### src/rtl/alu_arbiter_pkg.sv
// Shared types and constants for the two-requester ALU arbiter.
// Holds the FSM state encoding, ALU select codes and the operand bundle type.
package alu_arbiter_pkg;

   localparam int DATA_W = 8;
   localparam int SEL_W  = 3;

   typedef logic [DATA_W-1:0] data_t;
   typedef logic [SEL_W-1:0]  sel_t;

   typedef enum logic [1:0] {
      IDLE = 2'b00,
      EXEC = 2'b01,
      DONE = 2'b10
   } state_t;

   localparam sel_t SEL_FWD = 3'b000;
   localparam sel_t SEL_ADD = 3'b001;
   localparam sel_t SEL_AND = 3'b010;
   localparam sel_t SEL_OR  = 3'b011;

   // One requester's operation, as loaded into the ALU drive registers at grant.
   typedef struct packed {
      data_t data1;
      data_t data2;
      sel_t  select;
   } op_t;

   // Down-counter preload for the EXEC phase; legal latencies 1..4 fit in 2 bits.
   function automatic logic [1:0] exec_load(input int latency);
      return 2'(latency - 1);
   endfunction

endpackage

### src/rtl/alu_arbiter_if.sv
// Requester, return-bus and shared-ALU signals of the ALU arbiter.
// master = requesters plus external ALU, slave = the arbiter itself.
interface alu_arbiter_if;
   import alu_arbiter_pkg::*;

   logic  req0;
   logic  req1;
   data_t op0_data1;
   data_t op0_data2;
   sel_t  op0_select;
   data_t op1_data1;
   data_t op1_data2;
   sel_t  op1_select;

   logic  ack0;
   logic  ack1;
   data_t result;
   logic  zero;
   logic  busy;

   data_t alu_data1;
   data_t alu_data2;
   sel_t  alu_select;
   data_t alu_result;
   logic  alu_zero;

   modport master (
      output req0, req1,
      output op0_data1, op0_data2, op0_select,
      output op1_data1, op1_data2, op1_select,
      output alu_result, alu_zero,
      input  ack0, ack1, result, zero, busy,
      input  alu_data1, alu_data2, alu_select
   );

   modport slave (
      input  req0, req1,
      input  op0_data1, op0_data2, op0_select,
      input  op1_data1, op1_data2, op1_select,
      input  alu_result, alu_zero,
      output ack0, ack1, result, zero, busy,
      output alu_data1, alu_data2, alu_select
   );

endinterface

### src/rtl/alu_arbiter_rr_pick2.sv
// Two-way grant picker: a lone request wins, a tie goes to the requester
// not granted last. With ALU_ARB_FIXED_PRIO_EN the caller ties last_grant high.
module rr_pick2 (
   input  logic req0,
   input  logic req1,
   input  logic last_grant,
   output logic gnt_valid,
   output logic gnt_id
);

   // NOTE: every output is assigned before any branch so no latch is inferred.
   always_comb begin
      gnt_valid = req0 | req1;
      gnt_id    = req1;
      if (req0 && req1) begin
         gnt_id = ~last_grant;
      end
   end

endmodule

### src/rtl/alu_arbiter.sv
// Arbitrates two requesters onto one shared ALU: IDLE -> EXEC -> DONE FSM.
// Define ALU_ARB_FIXED_PRIO_EN for fixed priority (requester 0 wins ties).
module alu_arbiter
   import alu_arbiter_pkg::*;
#(
   parameter int ALU_LATENCY = 1
) (
   input logic         clk,
   input logic         reset,
   alu_arbiter_if.slave bus
);

   localparam logic [1:0] CNT_LOAD = exec_load(ALU_LATENCY);

   state_t     state;
   logic [1:0] cnt;
   logic       grant_id;
   logic       last_grant;
   logic       pick_valid;
   logic       pick_id;
   op_t        op_pick;

   logic       ack0_q;
   logic       ack1_q;
   logic       busy_q;
   data_t      result_q;
   logic       zero_q;
   op_t        alu_q;

`ifdef ALU_ARB_FIXED_PRIO_EN
   // Constant "1 granted last" makes requester 0 win every tie.
   assign last_grant = 1'b1;
`endif

   rr_pick2 u_pick (
      .req0       (bus.req0),
      .req1       (bus.req1),
      .last_grant (last_grant),
      .gnt_valid  (pick_valid),
      .gnt_id     (pick_id)
   );

   always_comb begin
      op_pick = pick_id ? {bus.op1_data1, bus.op1_data2, bus.op1_select}
                        : {bus.op0_data1, bus.op0_data2, bus.op0_select};
   end

   // NOTE: sequential state uses non-blocking assignments so every register
   // samples pre-edge values, independent of statement order.
   always_ff @(posedge clk) begin
      if (reset) begin
         state    <= IDLE;
         cnt      <= '0;
         grant_id <= 1'b0;
         ack0_q   <= 1'b0;
         ack1_q   <= 1'b0;
         busy_q   <= 1'b0;
         result_q <= '0;
         zero_q   <= 1'b0;
         alu_q    <= '{data1: '0, data2: '0, select: SEL_FWD};
`ifndef ALU_ARB_FIXED_PRIO_EN
         last_grant <= 1'b1;
`endif
      end else begin
         case (state)
            IDLE: begin
               if (pick_valid) begin
                  state    <= EXEC;
                  busy_q   <= 1'b1;
                  cnt      <= CNT_LOAD;
                  grant_id <= pick_id;
                  alu_q    <= op_pick;
`ifndef ALU_ARB_FIXED_PRIO_EN
                  last_grant <= pick_id;
`endif
               end
            end
            EXEC: begin
               // Requests are ignored here; the in-flight operation always completes.
               if (cnt == 2'd0) begin
                  state    <= DONE;
                  result_q <= bus.alu_result;
                  zero_q   <= bus.alu_zero;
                  ack0_q   <= ~grant_id;
                  ack1_q   <= grant_id;
               end else begin
                  cnt <= cnt - 2'd1;
               end
            end
            DONE: begin
               state  <= IDLE;
               busy_q <= 1'b0;
               ack0_q <= 1'b0;
               ack1_q <= 1'b0;
            end
            default: begin
               state  <= IDLE;
               busy_q <= 1'b0;
               ack0_q <= 1'b0;
               ack1_q <= 1'b0;
            end
         endcase
      end
   end

   assign bus.ack0       = ack0_q;
   assign bus.ack1       = ack1_q;
   assign bus.busy       = busy_q;
   assign bus.result     = result_q;
   assign bus.zero       = zero_q;
   assign bus.alu_data1  = alu_q.data1;
   assign bus.alu_data2  = alu_q.data2;
   assign bus.alu_select = alu_q.select;

endmodule

### src/flat_wrapper.sv
// flat-port wrapper written by rule: the top's interface ports become plain ports
module alu_arbiter_flat import alu_arbiter_pkg::*;
#(
   parameter int ALU_LATENCY = 1
)
  (clk, reset, bus_req0, bus_req1, bus_op0_data1, bus_op0_data2, bus_op0_select, bus_op1_data1, bus_op1_data2, bus_op1_select, bus_alu_result, bus_alu_zero, bus_ack0, bus_ack1, bus_result, bus_zero, bus_busy, bus_alu_data1, bus_alu_data2, bus_alu_select);
  alu_arbiter_if bus_i ();
  input logic clk;
  input logic reset;
  input wire logic [$bits(bus_i.req0)-1:0] bus_req0;
  input wire logic [$bits(bus_i.req1)-1:0] bus_req1;
  input wire logic [$bits(bus_i.op0_data1)-1:0] bus_op0_data1;
  input wire logic [$bits(bus_i.op0_data2)-1:0] bus_op0_data2;
  input wire logic [$bits(bus_i.op0_select)-1:0] bus_op0_select;
  input wire logic [$bits(bus_i.op1_data1)-1:0] bus_op1_data1;
  input wire logic [$bits(bus_i.op1_data2)-1:0] bus_op1_data2;
  input wire logic [$bits(bus_i.op1_select)-1:0] bus_op1_select;
  input wire logic [$bits(bus_i.alu_result)-1:0] bus_alu_result;
  input wire logic [$bits(bus_i.alu_zero)-1:0] bus_alu_zero;
  output wire logic [$bits(bus_i.ack0)-1:0] bus_ack0;
  output wire logic [$bits(bus_i.ack1)-1:0] bus_ack1;
  output wire logic [$bits(bus_i.result)-1:0] bus_result;
  output wire logic [$bits(bus_i.zero)-1:0] bus_zero;
  output wire logic [$bits(bus_i.busy)-1:0] bus_busy;
  output wire logic [$bits(bus_i.alu_data1)-1:0] bus_alu_data1;
  output wire logic [$bits(bus_i.alu_data2)-1:0] bus_alu_data2;
  output wire logic [$bits(bus_i.alu_select)-1:0] bus_alu_select;
  assign bus_i.req0 = bus_req0;
  assign bus_i.req1 = bus_req1;
  assign bus_i.op0_data1 = bus_op0_data1;
  assign bus_i.op0_data2 = bus_op0_data2;
  assign bus_i.op0_select = bus_op0_select;
  assign bus_i.op1_data1 = bus_op1_data1;
  assign bus_i.op1_data2 = bus_op1_data2;
  assign bus_i.op1_select = bus_op1_select;
  assign bus_i.alu_result = bus_alu_result;
  assign bus_i.alu_zero = bus_alu_zero;
  assign bus_ack0 = bus_i.ack0;
  assign bus_ack1 = bus_i.ack1;
  assign bus_result = bus_i.result;
  assign bus_zero = bus_i.zero;
  assign bus_busy = bus_i.busy;
  assign bus_alu_data1 = bus_i.alu_data1;
  assign bus_alu_data2 = bus_i.alu_data2;
  assign bus_alu_select = bus_i.alu_select;
  alu_arbiter #(.ALU_LATENCY(ALU_LATENCY)) u_core (.clk(clk), .reset(reset), .bus(bus_i));
endmodule
### config.mk
export PLATFORM = sky130hd
export DESIGN_NAME = alu_arbiter_flat
export DESIGN_NICKNAME = d
export VERILOG_FILES = /design/src/rtl/alu_arbiter_pkg.sv /design/src/rtl/alu_arbiter_if.sv /design/src/rtl/alu_arbiter_rr_pick2.sv /design/src/rtl/alu_arbiter.sv /design/src/flat_wrapper.sv
export SDC_FILE = /design/constraint.sdc
export NUM_CORES = 1
export LEC_CHECK = 0
export CAP_MARGIN = 20
export CORE_MARGIN = 5
export CORE_UTILIZATION = 43
export CTS_CLUSTER_DIAMETER = 40
export DETAILED_ROUTE_END_ITERATION = 7
export GPL_TIMING_DRIVEN = 0
export PLACE_DENSITY = 0.95
export SYNTH_ARGS = -nofsm -noshare
export SYNTH_HDL_FRONTEND = slang
export SYNTH_SLANG_ARGS = --single-unit
export TNS_END_PERCENT = 50
### constraint.sdc
create_clock -name clk -period 3.2 [get_ports clk]
set_input_delay 0.48 -clock clk [delete_from_list [all_inputs] [get_ports clk]]
set_output_delay 0.48 -clock clk [all_outputs]
set_load 0.005 [all_outputs]
== Word level (Yosys, flattened, before mapping) ==
Index checks and enable logic that the tools add are counted.
Word-level totals
  register bits after elaboration: 37
  output and inout bits: 31
  logic and storage cells: 46
  input bits: 51
Operators by class
  equal/unequal tests: 4
  muxes and demuxes: 14
  reductions and logical operators: 10
  bitwise logic cells: 5
  add/subtract/negate cells: 1
Operators with widths (count)
  19-bit two-way mux: 1
  2-bit AND reduction: 5
  2-bit two-way mux: 4
  2-bit case mux with 2 select lines: 2
  1-bit case mux with 2 select lines: 3
  2-bit logical NOT: 2
  1-bit two-way mux: 4
  2-bit by 1-bit inequality test with 1-bit output (second input constant): 2
  1-bit inverter: 4
  3-bit AND reduction: 1
  2-bit by 1-bit equality test with 1-bit output (second input constant): 1
  2-bit inequality test (second input constant): 1
  2-bit nonzero test: 1
  2-bit by 1-bit subtractor with 2-bit output (second input constant): 1
  1-bit logical AND: 1
  1-bit OR: 1

== Depth between registers and ports, before layout ==
Gate-level depths: netlist of run 1.
  depth in word-level cells: 3
  mapped depth: 6
  depth with buffers taken out: 5

== By module ==
Synthesis of run 1 repeated with hierarchy kept, for this count alone.
Second synthesis, totals
  cell total of the unflattened synthesis: 160
  area total of the unflattened synthesis: 1689.1 um^2
Modules (own cells, without submodules)
  alu_arbiter: area an instance 1675.4 um^2, sequential area each 740.7 um^2, cells an instance 158, instances 1
  rr_pick2: area an instance 13.8 um^2, sequential area each 0.0 um^2, cells an instance 2, instances 1

== Least setup slack after synthesis of run 1 ==
No wires, ideal clock.
  kind: register to register
  from: register u_core.cnt[0]
  to: register u_core.cnt[1]
  stages on the path, launching flop included: 5
  setup time: 116 ps
  clock period less this slack: 1357 ps
  data required time: 3084 ps
  arrival: 1240 ps
  buffers on the path: 0
  path slack: 1843 ps
  path through: dfxtp_1 inv_1 ha_1 or3b_4 a41o_1
Between the ends
  word-level cells in the longest chain between the ends: 3
  elaborated cells between the ends (all ways): 6
  classes of those cells: add/sub: 1; eq/ne: 1; mux: 2; reduce/logical: 2
RTL lines
  start: declaration: RTL line alu_arbiter.sv:16  | logic [1:0] cnt;
  start signal: assignment: RTL line alu_arbiter.sv:87  | cnt <= cnt - 2'd1;
  2-bit by 1-bit subtractor with 2-bit output / 2-bit logical NOT (equally long branches): RTL line alu_arbiter.sv:87, alu_arbiter.sv:80
  2-bit two-way mux / 2-bit inequality test (equally long branches)
  2-bit case mux with 2 select lines / 3-bit AND reduction (equally long branches)
Several ways; a longest one is shown, not always the timed one. The select of a mux whose other input is x is not followed.
A chain may end at the register's enable or synchronous reset.

== Final worst setup path of run 1 ==
  from: register u_core.busy_q, in the netlist u_core.bus.busy
  to: output port bus_busy
RTL lines
  start: declaration: RTL line alu_arbiter.sv:25  | logic busy_q;
  start signal: assignment: RTL line alu_arbiter.sv:57  | busy_q <= 1'b0;
  start signal: assignment: RTL line alu_arbiter.sv:69  | busy_q <= 1'b1;
  start signal: assignment: RTL line alu_arbiter.sv:92  | busy_q <= 1'b0;
  end: declaration: RTL line flat_wrapper.sv:24  | output wire logic [$bits(bus_i.busy)-1:0] bus_busy;
No word-level cell between the ends.

==> results of run 1 <==
[sequential cells by signal, indices dropped and copies added (netlist names)]
signal	flops
u_core.bus.zero	1
u_core.bus.result	8
u_core.cnt	2
u_core.bus.alu_data1	8
u_core.state	2
u_core.bus.alu_data2	8
u_core.grant_id	1
u_core.bus.ack0	1
u_core.bus.busy	1
u_core.bus.ack1	1
u_core.last_grant	1
u_core.bus.alu_select	3
[path summary, 6_finish.rpt]
path	start	end	slack, ps	cells after the start
max reg2reg	u_core.cnt[0]	u_core.cnt[1]	1760	4
min reg2reg	u_core.grant_id	u_core.grant_id	490	2
max	u_core.bus.busy	bus_busy	1540	1
min	u_core.grant_id	u_core.grant_id	490	2
[cells by family (layout without fill, tap and decap cells)]
| kind of cell | after synthesis | after routing | synth area share [%] |
|---|---|---|---|
| AO/OA/AOI/OAI | 49 | 49 | 24.3 |
| adder cells (fa/ha/maj) | 1 | 1 | 0.761 |
| buffers and inverters | 17 | 105 | 6.32 |
| flip-flops | 37 | 37 | 45.1 |
| multiplexers | 9 | 9 | 5.48 |
| AND/OR/NAND/NOR | 66 | 66 | 18.1 |
[layer usage]
metal	vias up	share of wire [%]
li1	805	-
met1	757	38
met2	44	54
met3	6	6.2
met4	0	1.9
met5	-	0
[power by group through the flow]
stage	Sequential [W]	Combinational, W	Clock, W
after floorplan	0.000543	0.000149	0
after global placement	0.000539	0.000319	0
after detailed placement	0.000542	0.000326	0
after CTS	0.000531	0.000328	0.000332
after global routing	0.000537	0.000350	0.000359
final	0.000532	0.000326	0.000327
[cell usage in the layout, fill, tap and decap left out, drive strengths merged]
cell type / count
or2: 2
o21ai: 2
ha: 1
nor2: 14
a41o: 1
and3: 1
or3b: 1
a21oi: 24
mux2i: 9
a311oi: 19
clkinv: 1
buf: 11
nor4: 1
clkbuf: 8
a21bo: 1
nand3: 2
nand2b: 1
inv: 4
clkdlybuf4s50: 80
nand3b: 1
nand2: 40
a21boi: 1
nor3: 3
dfxtp: 37
clkinvlp: 1
a31o: 1
[cell type report]
| type | count | area [um2] | share of cell area, % |
|---|---|---|---|
| Clock buffer | 5 | 68.8 | 2.65 |
| Timing Repair Buffer | 80 | 801 | 30.9 |
| Buffer | 14 | 92.6 | 3.57 |
| Multi-Input combinational cell | 125 | 800 | 30.8 |
| Inverter | 3 | 11.3 | 0.434 |
| Sequential cell | 37 | 741 | 28.5 |
| Tap cell | 48 | 60.1 | 2.31 |
| Clock inverter | 3 | 21.3 | 0.820 |
[tightest hold or removal path, cell delays in order (launching register included)]
cell,delay (ps)
dfxtp_1,310
o21ai_1,70
a21oi_1,60
[per-stage QoR]
step | area (um2) | hold slack (ps)
after floorplan | 1640 | 455
after global placement | 2500 | 458
after detailed placement | 2500 | 477
after CTS | 2590 | 487
after global routing | 2590 | 504
final | 2590 | 489
==> qor.txt, run 1 <==
status = finished, final reports clean
Slew Limit Fails = 0
Final Hold Fails = 0
number of buffers and inverters on the critical path = 1
Inst Count DP = 307
worst-path maximum fanout = 2
global-route usage over all layers = 17.5%
Distinct cells, synth = 30
clock skew = 4.54 ps
share of the yosys chip area belonging to registers = 45.1%
# setup viols final = 0
nets@finish = 318
Hold WC Path Type = flip-flop to flip-flop
GRT met1 Usage = 17.5%
# Post-CTS Setup Buffers = 0
synthesized net count = 231
final core occ = 70.4%
setup ws final = 1540 ps
number of flops mapped to enable cells by yosys = 0
Final Critical Period = 1660 ps
Slew Limit Headroom = 59.4%
Vias = 1,612
IO Pins = 82
area growth from synthesis to layout = 57.8%
Total Power = 0.00118 W
Internal Power = 0.000852 W
#FFs+latches synth = 37
pre-CTS worst setup slack = 1340 ps
filler instances = 270
largest net degree at the start of global routing = 14
met3 usage = 6.17%
first-pass GRT wire length = 7090 um
gr busiest metal = met2
Placer Congestion = 0.706
final setup TNS = 0 ps
dpl hpwl = 3510 um
CP required = 2720 ps
share of cells above drive strength 1 = 13.1%
M2 GR Usage = 32.1%
antenna violations before repair = 0
Num CTS Buffers = 5
Skew-Pair Late Insertion Delay = 290 ps
DR vias/cell = 5.12
DRT Pass-1 Iters = 4
Arr. time, crit path = 1180 ps
CTS resizes = 0
cell chain of the critical path = clkdlybuf4s50_1
CTS tree = done
crit share post-route = 51.9%
CTS clk-pin slew, worst paths = 80 ps
mapped cell area = 1640 um2
Core ar. = 3690 um2
CTS H-tree lvls = 2
Critical-path top delay cell = clkdlybuf4s50_1
Layout Cells excl Fill = 315
vias in the first global route = 1,633
f_max = 602 MHz
top post-synthesis cells by area = dfxtp_1, a311oi_2, nand2_1, a21oi_1, mux2i_1
row count = 22
Antenna Cells = 0
CTS root buffer = clkbuf_8
most frequent cell after synthesis = nand2_1
PwrDens = 456 nW/um2
CP Launch Type = flip-flop
crit path capture type = output pin
top-area cell type share of the netlist area = 45.1%
Reg power frac = 44.9%
Synth top cells by count = nand2_1, dfxtp_1, a21oi_1, nor2_1, a311oi_2
critical path's largest stage delay = 550 ps
final WL = 4610 um
path type of the worst setup path = flip-flop to output pin
Mapped Avg Cell Area = 9.18 um2
Max-Cap Viols = 0
leakage power total = 1.03 nW
Chip Width = 71.8 um
cell taking the most area after synthesis = dfxtp_1
asr flop ratio synth = 0%
Comb power frac = 27.5%
number of port buffers = 80
CTS Sinks = 37
Detail Route Antenna Nets = 0
drc violations = 0
die height = 71.8 um
hold buffers post-CTS = 0
Initial Util = 44.6%
Starting DRT DRC Count = 95
synthesized instance count = 179
full die area = 5160 um2
Sw Ratio = 28.0%
Ys Warns = 0
DR WL/cell = 14.6 um
Main synth FF type = dfxtp_1
sw power = 0.000332 W
VDD IR-drop max = 0.273 mV
global route total overflow = 0
critical path's top delay family = buffers and inverters
Worst-Margin Slew = 609 ps
unrepaired setup endpoints after global routing = no
CTS max path bufs = 2
Clock power frac = 27.6%
Power figures use the tool's default switching activity.
==> run 2: changes to the inputs <==
--- a/config.mk
+++ b/config.mk
@@ -7,11 +7,11 @@
 export LEC_CHECK = 0
 export CAP_MARGIN = 20
 export CORE_MARGIN = 5
-export CORE_UTILIZATION = 43
+export CORE_UTILIZATION = 40
 export CTS_CLUSTER_DIAMETER = 40
 export DETAILED_ROUTE_END_ITERATION = 7
 export GPL_TIMING_DRIVEN = 0
-export PLACE_DENSITY = 0.95
+export PLACE_DENSITY = 0.91
 export SYNTH_ARGS = -nofsm -noshare
 export SYNTH_HDL_FRONTEND = slang
 export SYNTH_SLANG_ARGS = --single-unit
==> constraint.sdc (replaced) <==
create_clock -name clk -period 1.7 [get_ports clk]
set_input_delay 0.255 -clock clk [delete_from_list [all_inputs] [get_ports clk]]
set_output_delay 0.255 -clock clk [all_outputs]
set_load 0.005 [all_outputs]
==> qor.txt, run 2 (same netlist as run 1, synthesis figures left out) <==
Sw Ratio = 25.1% (-2.9 points)
status = finished, final reports clean
Inst Count DP = 309 (+0.65%)
Layout Cells excl Fill = 317 (+0.63%)
Placer Congestion = 0.724 (+2.6%)
CTS clk-pin slew, worst paths = 70 ps (about the same)
# Post-CTS Setup Buffers = 0 (unchanged)
Worst-Margin Slew = 663 ps (+53.4 ps)
Starting DRT DRC Count = 137 (+44%)
global-route usage over all layers = 17.3% (-0.20 points)
most common cell after layout, fill and taps aside = clkdlybuf4s50_1
final setup TNS = 0 ps (unchanged)
Chip Width = 74.1 um (+3.2%)
Arr. time, crit path = 1630 ps (+450 ps)
Core ar. = 4000 um2 (+8.4%)
f_max = 688 MHz
CP Launch Type = flip-flop
IO Pins = 82 (unchanged)
Antenna Cells = 0 (unchanged)
row count = 23 (+4.5%)
Reg power frac = 41.9% (-3.0 points)
Slew Limit Headroom = 55.8% (-3.6 points)
setup slack, reg-to-reg = 250 ps (-1510 ps)
CTS Sinks = 37 (unchanged)
# setup viols final = 0 (unchanged)
VDD IR-drop max = 0.562 mV (+110%)
global route total overflow = 0 (unchanged)
CP required = 1880 ps (-840 ps)
Max-Cap Viols = 0 (unchanged)
path type of the worst setup path = flip-flop to flip-flop
DR WL/cell = 15.2 um (+3.7%)
die height = 74.1 um (+3.2%)
filler instances = 343 (+27%)
nets@finish = 318 (unchanged)
Num CTS Buffers = 5 (unchanged)
DR vias/cell = 5.23 (+2.1%)
Skew-Pair Late Insertion Delay = 280 ps (about the same)
drc violations = 0 (unchanged)
Detail Route Antenna Nets = 0 (unchanged)
commonest non-fill, non-tap cells in the layout = clkdlybuf4s50_1, nand2_1, dfxtp_1
unrepaired setup endpoints after global routing = no
largest net degree at the start of global routing = 12 (-2)
Vias = 1,657 (+2.8%)
Comb power frac = 25.7% (-1.8 points)
CTS tree = done
worst-path maximum fanout = 5 (+3)
share of cells above drive strength 1 = 12.7% (-0.37 points)
hold buffers post-CTS = 0 (unchanged)
crit share post-route = 85.6%
Internal Power = 0.00179 W (+110%)
vias in the first global route = 1,648 (+0.92%)
dpl hpwl = 3690 um (+5.3%)
antenna violations before repair = 0 (unchanged)
CTS resizes = 0 (unchanged)
clock skew = 5.25 ps (+0.714 ps)
PwrDens = 912 nW/um2 (+100%)
Final Hold Fails = 0 (unchanged)
leakage power total = 1.05 nW (+1.3%)
crit path capture type = flip-flop
CTS root buffer = clkbuf_8
full die area = 5490 um2 (+6.4%)
CTS max path bufs = 2 (unchanged)
Min Hold Slack = 302 ps (-187 ps)
Clock power frac = 32.4% (+4.8 points)
Initial Util = 41.1% (-3.5 points)
Final Critical Period = 1450 ps
first-pass GRT wire length = 7420 um (+4.7%)
area growth from synthesis to layout = 59.6%
DRT Pass-1 Iters = 4 (unchanged)
number of port buffers = 80 (unchanged)
sw power = 0.000601 W (+81%)
CTS H-tree lvls = 2 (unchanged)
Hold WC Path Type = input port to flip-flop
Slew Limit Fails = 0 (unchanged)
final WL = 4810 um (+4.3%)
-- run 2: power groups by stage --
| stage | clock, W | sequential, W | combinational (W) |
|---|---|---|---|
| global route | 0.000844 | 0.00101 | 0.000659 |
| global placement | 0 | 0.00101 | 0.000605 |
| finish | 0.000776 | 0.00100 | 0.000614 |
| detailed placement | 0 | 0.00102 | 0.000619 |
| floorplan | 0 | 0.00102 | 0.000281 |
| CTS | 0.000795 | 0.00100 | 0.000622 |
-- run 2: path summary, 6_finish.rpt --
kind,from,end,cells after the start
setup / recovery,u_core.cnt[0],u_core.cnt[1],4
hold / removal,reset,u_core.bus.alu_data1[5],2
setup reg to reg,u_core.cnt[0],u_core.cnt[1],4
hold reg to reg,u_core.bus.busy,u_core.bus.busy,2
-- run 2: critical path: stages (launching register included) --
cell,delay [ps]
dfxtp_1,350
inv_1,60
ha_1,260
or3b_4,430
a41o_1,250
-- run 2: area by class of cell --
class | count | area, um2 | area share [%]
Timing Repair Buffer | 80 | 801 | 30.5
Clock inverter | 1 | 30.0 | 1.14
Multi-Input combinational cell | 125 | 800 | 30.5
Sequential cell | 37 | 741 | 28.2
Buffer | 14 | 92.6 | 3.53
Inverter | 3 | 11.3 | 0.429
Tap cell | 50 | 62.6 | 2.38
Clock buffer | 7 | 86.3 | 3.29
-- run 2: per-stage QoR --
stage	total power, W	setup WS (ps)	util (%)	cell area, um2
2_1_floorplan	0.00130	343	-	1640
3_3_place_gp	0.00162	82.7	62.7	2510
3_5_place_dp	0.00164	-15.8	62.7	2510
4_1_cts	0.00242	251	65.6	2620
5_1_grt	0.00251	142	65.6	2620
6_report	0.00239	246	65.6	2620
-- run 2: layer usage --
metal	share of wire [%]	wire, um	up-vias	global-route usage, %
met4	1.1	51	0	5.43
met3	5.3	257	4	3.78
met5	0	0	-	0
li1	-	-	806	-
met1	40	1900	809	19.0
met2	54	2600	38	32.7
==> run 3: changes to the inputs <==
--- a/config.mk
+++ b/config.mk
@@ -11,7 +11,7 @@
 export CTS_CLUSTER_DIAMETER = 40
 export DETAILED_ROUTE_END_ITERATION = 7
 export GPL_TIMING_DRIVEN = 0
-export PLACE_DENSITY = 0.91
+export PLACE_DENSITY_LB_ADDON = 0.05
 export SYNTH_ARGS = -nofsm -noshare
 export SYNTH_HDL_FRONTEND = slang
 export SYNTH_SLANG_ARGS = --single-unit
==> qor.txt, run 3 (same netlist as run 1, synthesis figures left out) <==
worst-path maximum fanout = 5 (unchanged)
clock skew = 4.58 ps (-0.676 ps)
CTS Sinks = 37 (unchanged)
cell chain of the critical path = inv_1 > ha_1 > or3b_4 > a41o_1
# setup viols final = 0 (unchanged)
CTS H-tree lvls = 2 (unchanged)
antenna violations before repair = 0 (unchanged)
final WL = 4410 um (-8.4%)
Final Hold Fails = 0 (unchanged)
Sw Ratio = 24.9% (-0.24 points)
CTS clk-pin slew, worst paths = 70 ps (about the same)
Arr. time, crit path = 1630 ps (about the same)
Starting DRT DRC Count = 54 (-61%)
critical path depth = 4 (unchanged)
area growth from synthesis to layout = 59.6% (unchanged)
die height = 74.1 um (unchanged)
Worst-Margin Slew = 579 ps (-83.9 ps)
final core occ = 65.6% (unchanged)
CTS resizes = 0 (unchanged)
DRT Pass-1 Iters = 4 (unchanged)
IO Pins = 82 (unchanged)
drc violations = 0 (unchanged)
number of port buffers = 80 (unchanged)
Min Hold Slack = 294 ps (-7.96 ps)
crit share post-route = 84.6% (-0.94 points)
first-pass GRT wire length = 6720 um (-9.4%)
status = finished, final reports clean
Vias = 1,584 (-4.4%)
Placer Congestion = 0.754 (+4.0%)
hold depth = 2 (unchanged)
Hold WC Path Type = input port to flip-flop
DR WL/cell = 13.9 um (-8.4%)
Comb power frac = 25.4% (-0.3 points)
Internal Power = 0.00179 W (about the same)
Skew-Pair Late Insertion Delay = 290 ps (about the same)
Max-Cap Viols = 0 (unchanged)
CP Launch Type = flip-flop
vias in the first global route = 1,500 (-9.0%)
CTS tree = done
CP required = 1890 ps (about the same)
critical path's top delay family = simple AND/OR/NAND/NOR gates
sw power = 0.000593 W (-1.3%)
full die area = 5490 um2 (unchanged)
most common cell after layout, fill and taps aside = clkdlybuf4s50_1
Critical-path top delay cell = or3b_4
crit path capture type = flip-flop
critical path's largest stage delay = 420 ps (about the same)
PwrDens = 909 nW/um2 (-0.35%)
CTS max path bufs = 2 (unchanged)
CTS root buffer = clkbuf_8
filler instances = 364 (+6.1%)
Slew Limit Fails = 0 (unchanged)
Num CTS Buffers = 5 (unchanged)
Clock power frac = 32.7% (+0.3 points)
Chip Width = 74.1 um (unchanged)
VDD IR-drop max = 0.461 mV (-18%)
Antenna Cells = 0 (unchanged)
share of cells above drive strength 1 = 12.7% (unchanged)
commonest non-fill, non-tap cells in the layout = clkdlybuf4s50_1, nand2_1, dfxtp_1
# Post-CTS Setup Buffers = 0 (unchanged)
largest net degree at the start of global routing = 12 (unchanged)
global route total overflow = 0 (unchanged)
path type of the worst setup path = flip-flop to flip-flop
row count = 23 (unchanged)
Detail Route Antenna Nets = 0 (unchanged)
global-route usage over all layers = 15.9% (-1.3 points)
cells on worst reg2reg path = 4 (unchanged)
pre-CTS worst setup slack = 55.0 ps (+70.9 ps)
leakage power total = 1.05 nW (unchanged)
f_max = 695 MHz (+1.1%)
Core ar. = 4000 um2 (unchanged)
dpl hpwl = 3220 um (-13%)
unrepaired setup endpoints after global routing = no
Initial Util = 41.1% (unchanged)
hold buffers post-CTS = 0 (unchanged)
final setup TNS = 0 ps (unchanged)
Reg power frac = 42.0% (about the same)
number of buffers and inverters on the critical path = 1 (unchanged)
Total Power = 0.00238 W (-0.35%)
nets@finish = 318 (unchanged)
setup ws final = 262 ps (+16.0 ps)
Slew Limit Headroom = 61.4% (+5.6 points)
Final Critical Period = 1440 ps (-16.0 ps)
DR vias/cell = 5.00 (-4.4%)
[run 3: power by group through the flow]
stage / Sequential [W] / Clock (W) / Combinational [W]
2_1_floorplan: 0.00102 / 0 / 0.000281
3_3_place_gp: 0.00102 / 0 / 0.000607
3_5_place_dp: 0.00102 / 0 / 0.000611
4_1_cts: 0.00100 / 0.000796 / 0.000614
5_1_grt: 0.00101 / 0.000832 / 0.000657
6_report: 0.00100 / 0.000779 / 0.000605
[run 3: per-layer routing]
metal / GRT usage, % / vias to the layer above / routed length, um
li1: - / 808 / -
met1: 17.3 / 719 / 1770
met2: 27.3 / 51 / 2130
met3: 7.97 / 6 / 462
met4: 4.63 / 0 / 43
met5: 0 / - / 0
[run 3: through the flow]
step,std cells,instance area (um2)
after global routing,317,2620
after detailed placement,309,2510
after floorplan,179,1640
final,317,2620
after global placement,309,2510
after CTS,317,2620
[run 3: area by class of cell]
cell class / instances / area (um2) / area share, %
flip-flops and latches: 37 / 741 / 28.2
repair buffers: 80 / 801 / 30.5
clock buffers: 7 / 86.3 / 3.29
multi-input cells: 125 / 800 / 30.5
well taps: 50 / 62.6 / 2.38
inverters: 3 / 11.3 / 0.429
clock inverters: 1 / 30.0 / 1.14
plain buffers: 14 / 92.6 / 3.53
[run 3: worst paths after layout]
path	slack, ps	endpoint	startpoint
max	260	u_core.cnt[1]	u_core.cnt[0]
min	290	u_core.bus.alu_data2[0]	reset
max reg2reg	260	u_core.cnt[1]	u_core.cnt[0]
min reg2reg	480	u_core.bus.busy	u_core.bus.busy
==> variant (config.mk and constraints of run 2) <==
Change the package constant `SEL_W` from 3 to 2.
--- a/src/rtl/alu_arbiter_pkg.sv
+++ b/src/rtl/alu_arbiter_pkg.sv
@@ -4,5 +4,5 @@
 
    localparam int DATA_W = 8;
-   localparam int SEL_W  = 3;
+   localparam int SEL_W  = 2;
 
    typedef logic [DATA_W-1:0] data_t;
Ports: changed (resized bus_alu_select, bus_op0_select and bus_op1_select); port bits go from 82 to 79. The function was not compared with the original's and may differ.
==> variant against run 2 <==
Power fell by 8.0%. Sequential share of layout area up 0.060 points. Clock power decreased by 17%. Cell area decreased by 2.9%. Count of clock-buffer cells in the layout stayed put. First-iteration DRC count shrank 52%. Area after synthesis shrank 1.6%. Sequential cell count shrank 1. Combinational power down 3.9%. Die area fell by 1.4%. Fmax decreased by 5.3%. Utilization is 1.4 points lower. Worst setup slack got worse by 82 ps. Wire length down 9.0%. Largest cell class unchanged.
==> variant: results (changes against run 2) <==
[routing]
met2_length_um=2270  ; was 2600 um
vias=1565  ; was 1657
drt_iter0_markers=66  ; was 137
wirelength_um=4380  ; was 4810 um
dr.pass1.iters=5  ; was 4
wl_met1_um=1620  ; was 1900 um
routed-wl-met3_um=409  ; was 257 um
top_layer_used=met4  ; unchanged
vias_per_cell=5.06  ; was 5.23

[power]
clock_power_w=0.000645  ; was 0.000776 W
p_sw_w=0.000569  ; was 0.000601 W
leakage_nw=1.02  ; was 1.05 nW
p_seq_share_pct=43.9  ; was 41.9%
swShare_pct=25.8  ; was 25.1%
ir_worst_vdd_v=0.000500  ; was 0.000562 V

[grt]
use_met1_pct=16.8  ; was 19.0%
grt_pass1_wl_um=6610  ; was 7420 um
grt_max_degree=11  ; was 12
met2_usage_pct=28.7  ; was 32.7%
grtUsageTotal_pct=15.7  ; was 17.3%
grt_pass1_vias=1502  ; was 1648
gr-usage-met3_pct=5.06  ; was 3.78%
grt.overflow.total=0  ; unchanged

[cts]
post-cts-setup-buffers=0  ; unchanged
cts.repair.resized=0  ; unchanged
clk_latency_ps=280  ; about the same
htree_levels=2  ; unchanged

[worst_setup_path]
cp_max_fo=10  ; was 5
r2r_setup_slack_ps=300  ; was 250 ps
timing.rr.start=u_core.state[0]$_SDFFE_PP0P_  ; was u_core.cnt[0]$_SDFFE_PP0P_
reg2reg_depth=5  ; was 4
cp.arrival_ps=1680  ; was 1630 ps
reg2reg_to=u_core.bus.alu_select[1]$_SDFFE_PP0P_  ; was u_core.cnt[1]$_SDFFE_PP0P_

[synth]
yosys-top-cells-area=dfxtp_1 45%, a311oi_2 9.3%, nand2_1 9.0%  ; was dfxtp_1 45%, a311oi_2 9.1%, nand2_1 9.1%
synthMuxAreaShare_pct=5.57  ; was 5.48%
synth_cell_types=29  ; was 30
avgSynthCellArea_sq_um=9.24  ; was 9.18 sq um
synthTopCellsByCount=39 x nand2_1, 36 x dfxtp_1, 24 x a21oi_1, 12 x nor2_1, 10 x a311oi_2  ; was 40 x nand2_1, 37 x dfxtp_1, 24 x a21oi_1, 13 x nor2_1, 10 x a311oi_2
synth_xor_area_share_pct=0  ; unchanged
async_flop_share_pct=0  ; unchanged
synthesis.nets=225  ; was 231
synth_compound_area_share_pct=24.7  ; was 24.3%
synth_fa_ha_area_share_pct=0.773  ; was 0.761%
synth_seq_area_share_pct=44.5  ; was 45.1%

[final_layout]
n_antenna_cell=0  ; unchanged
drive_above_1_share_pct=12.7  ; about the same
final_nets=309  ; was 318

[sta]
skew_ps=4.01  ; was 5.25 ps
max_slew_margin_pct=62.0  ; was 55.8%

[placement]
dp_hpwl_um=3260  ; was 3690 um
place_area_sq_um=2450  ; was 2510 sq um
pre_cts_slack_ps=-140  ; was -15.8 ps
io_buffers=77  ; was 80
gp_congestion=0.690  ; was 0.724
dpl.cell_count=302  ; was 309

[hold_path]
hp-class=in2reg  ; unchanged
min_from=reset  ; unchanged

[status]
outcome=complete, no violations  ; unchanged

## variant: cell count changes in the layout (fill, tap and decap cells not counted), moves of 2 or more
cell | before | now
nor3_1 | 1 | 3
clkbuf_1 | 4 | 2
nor3_2 | 2 | 0
buf_2 | 7 | 5
o21ai_1 | 2 | 0
buf_6 | 1 | 4
clkdlybuf4s50_1 | 80 | 77
nand3_1 | 2 | 0
## variant: worst max-delay path by stage
stage	slack (ps)	cells past startpoint	endpoint	from
2_1_floorplan	380	4	u_core.cnt[1]$_SDFFE_PP0P_	u_core.cnt[0]$_SDFFE_PP0P_
3_3_place_gp	-90	5	u_core.bus.alu_data2[6]$_SDFFE_PP0P_	bus_req0
3_5_place_dp	-140	5	u_core.bus.alu_data2[3]$_SDFFE_PP0P_	bus_req0
4_1_cts	150	5	u_core.bus.alu_data2[3]$_SDFFE_PP0P_	bus_req0
5_1_grt	70	5	u_core.bus.alu_data1[7]$_SDFFE_PP0P_	bus_req0
6_report	160	5	u_core.bus.alu_data2[3]$_SDFFE_PP0P_	bus_req0
## variant: per-stage QoR
stage / setup TNS [ps] / hold slack, ps
2_1_floorplan: 0 / 399
3_3_place_gp: -857 / 457
3_5_place_dp: -1420 / 474
4_1_cts: 0 / 267
5_1_grt: 0 / 286
6_report: 0 / 267
## variant: critical path, stage by stage
cell	delay, ps
clkdlybuf4s50_1	590
nor2_1	120
nor3_4	380
buf_6	230
a311oi_2	100
## variant: final cells by class
cell class                 count  area [sq um]
fill                         325          1420
multi-input combinational    121           782
timing repair buffer          77           771
sequential                    36           721
buffer                        15           104
clock buffer                   7          96.3
tap                           50          62.6
inverter                       3          11.3
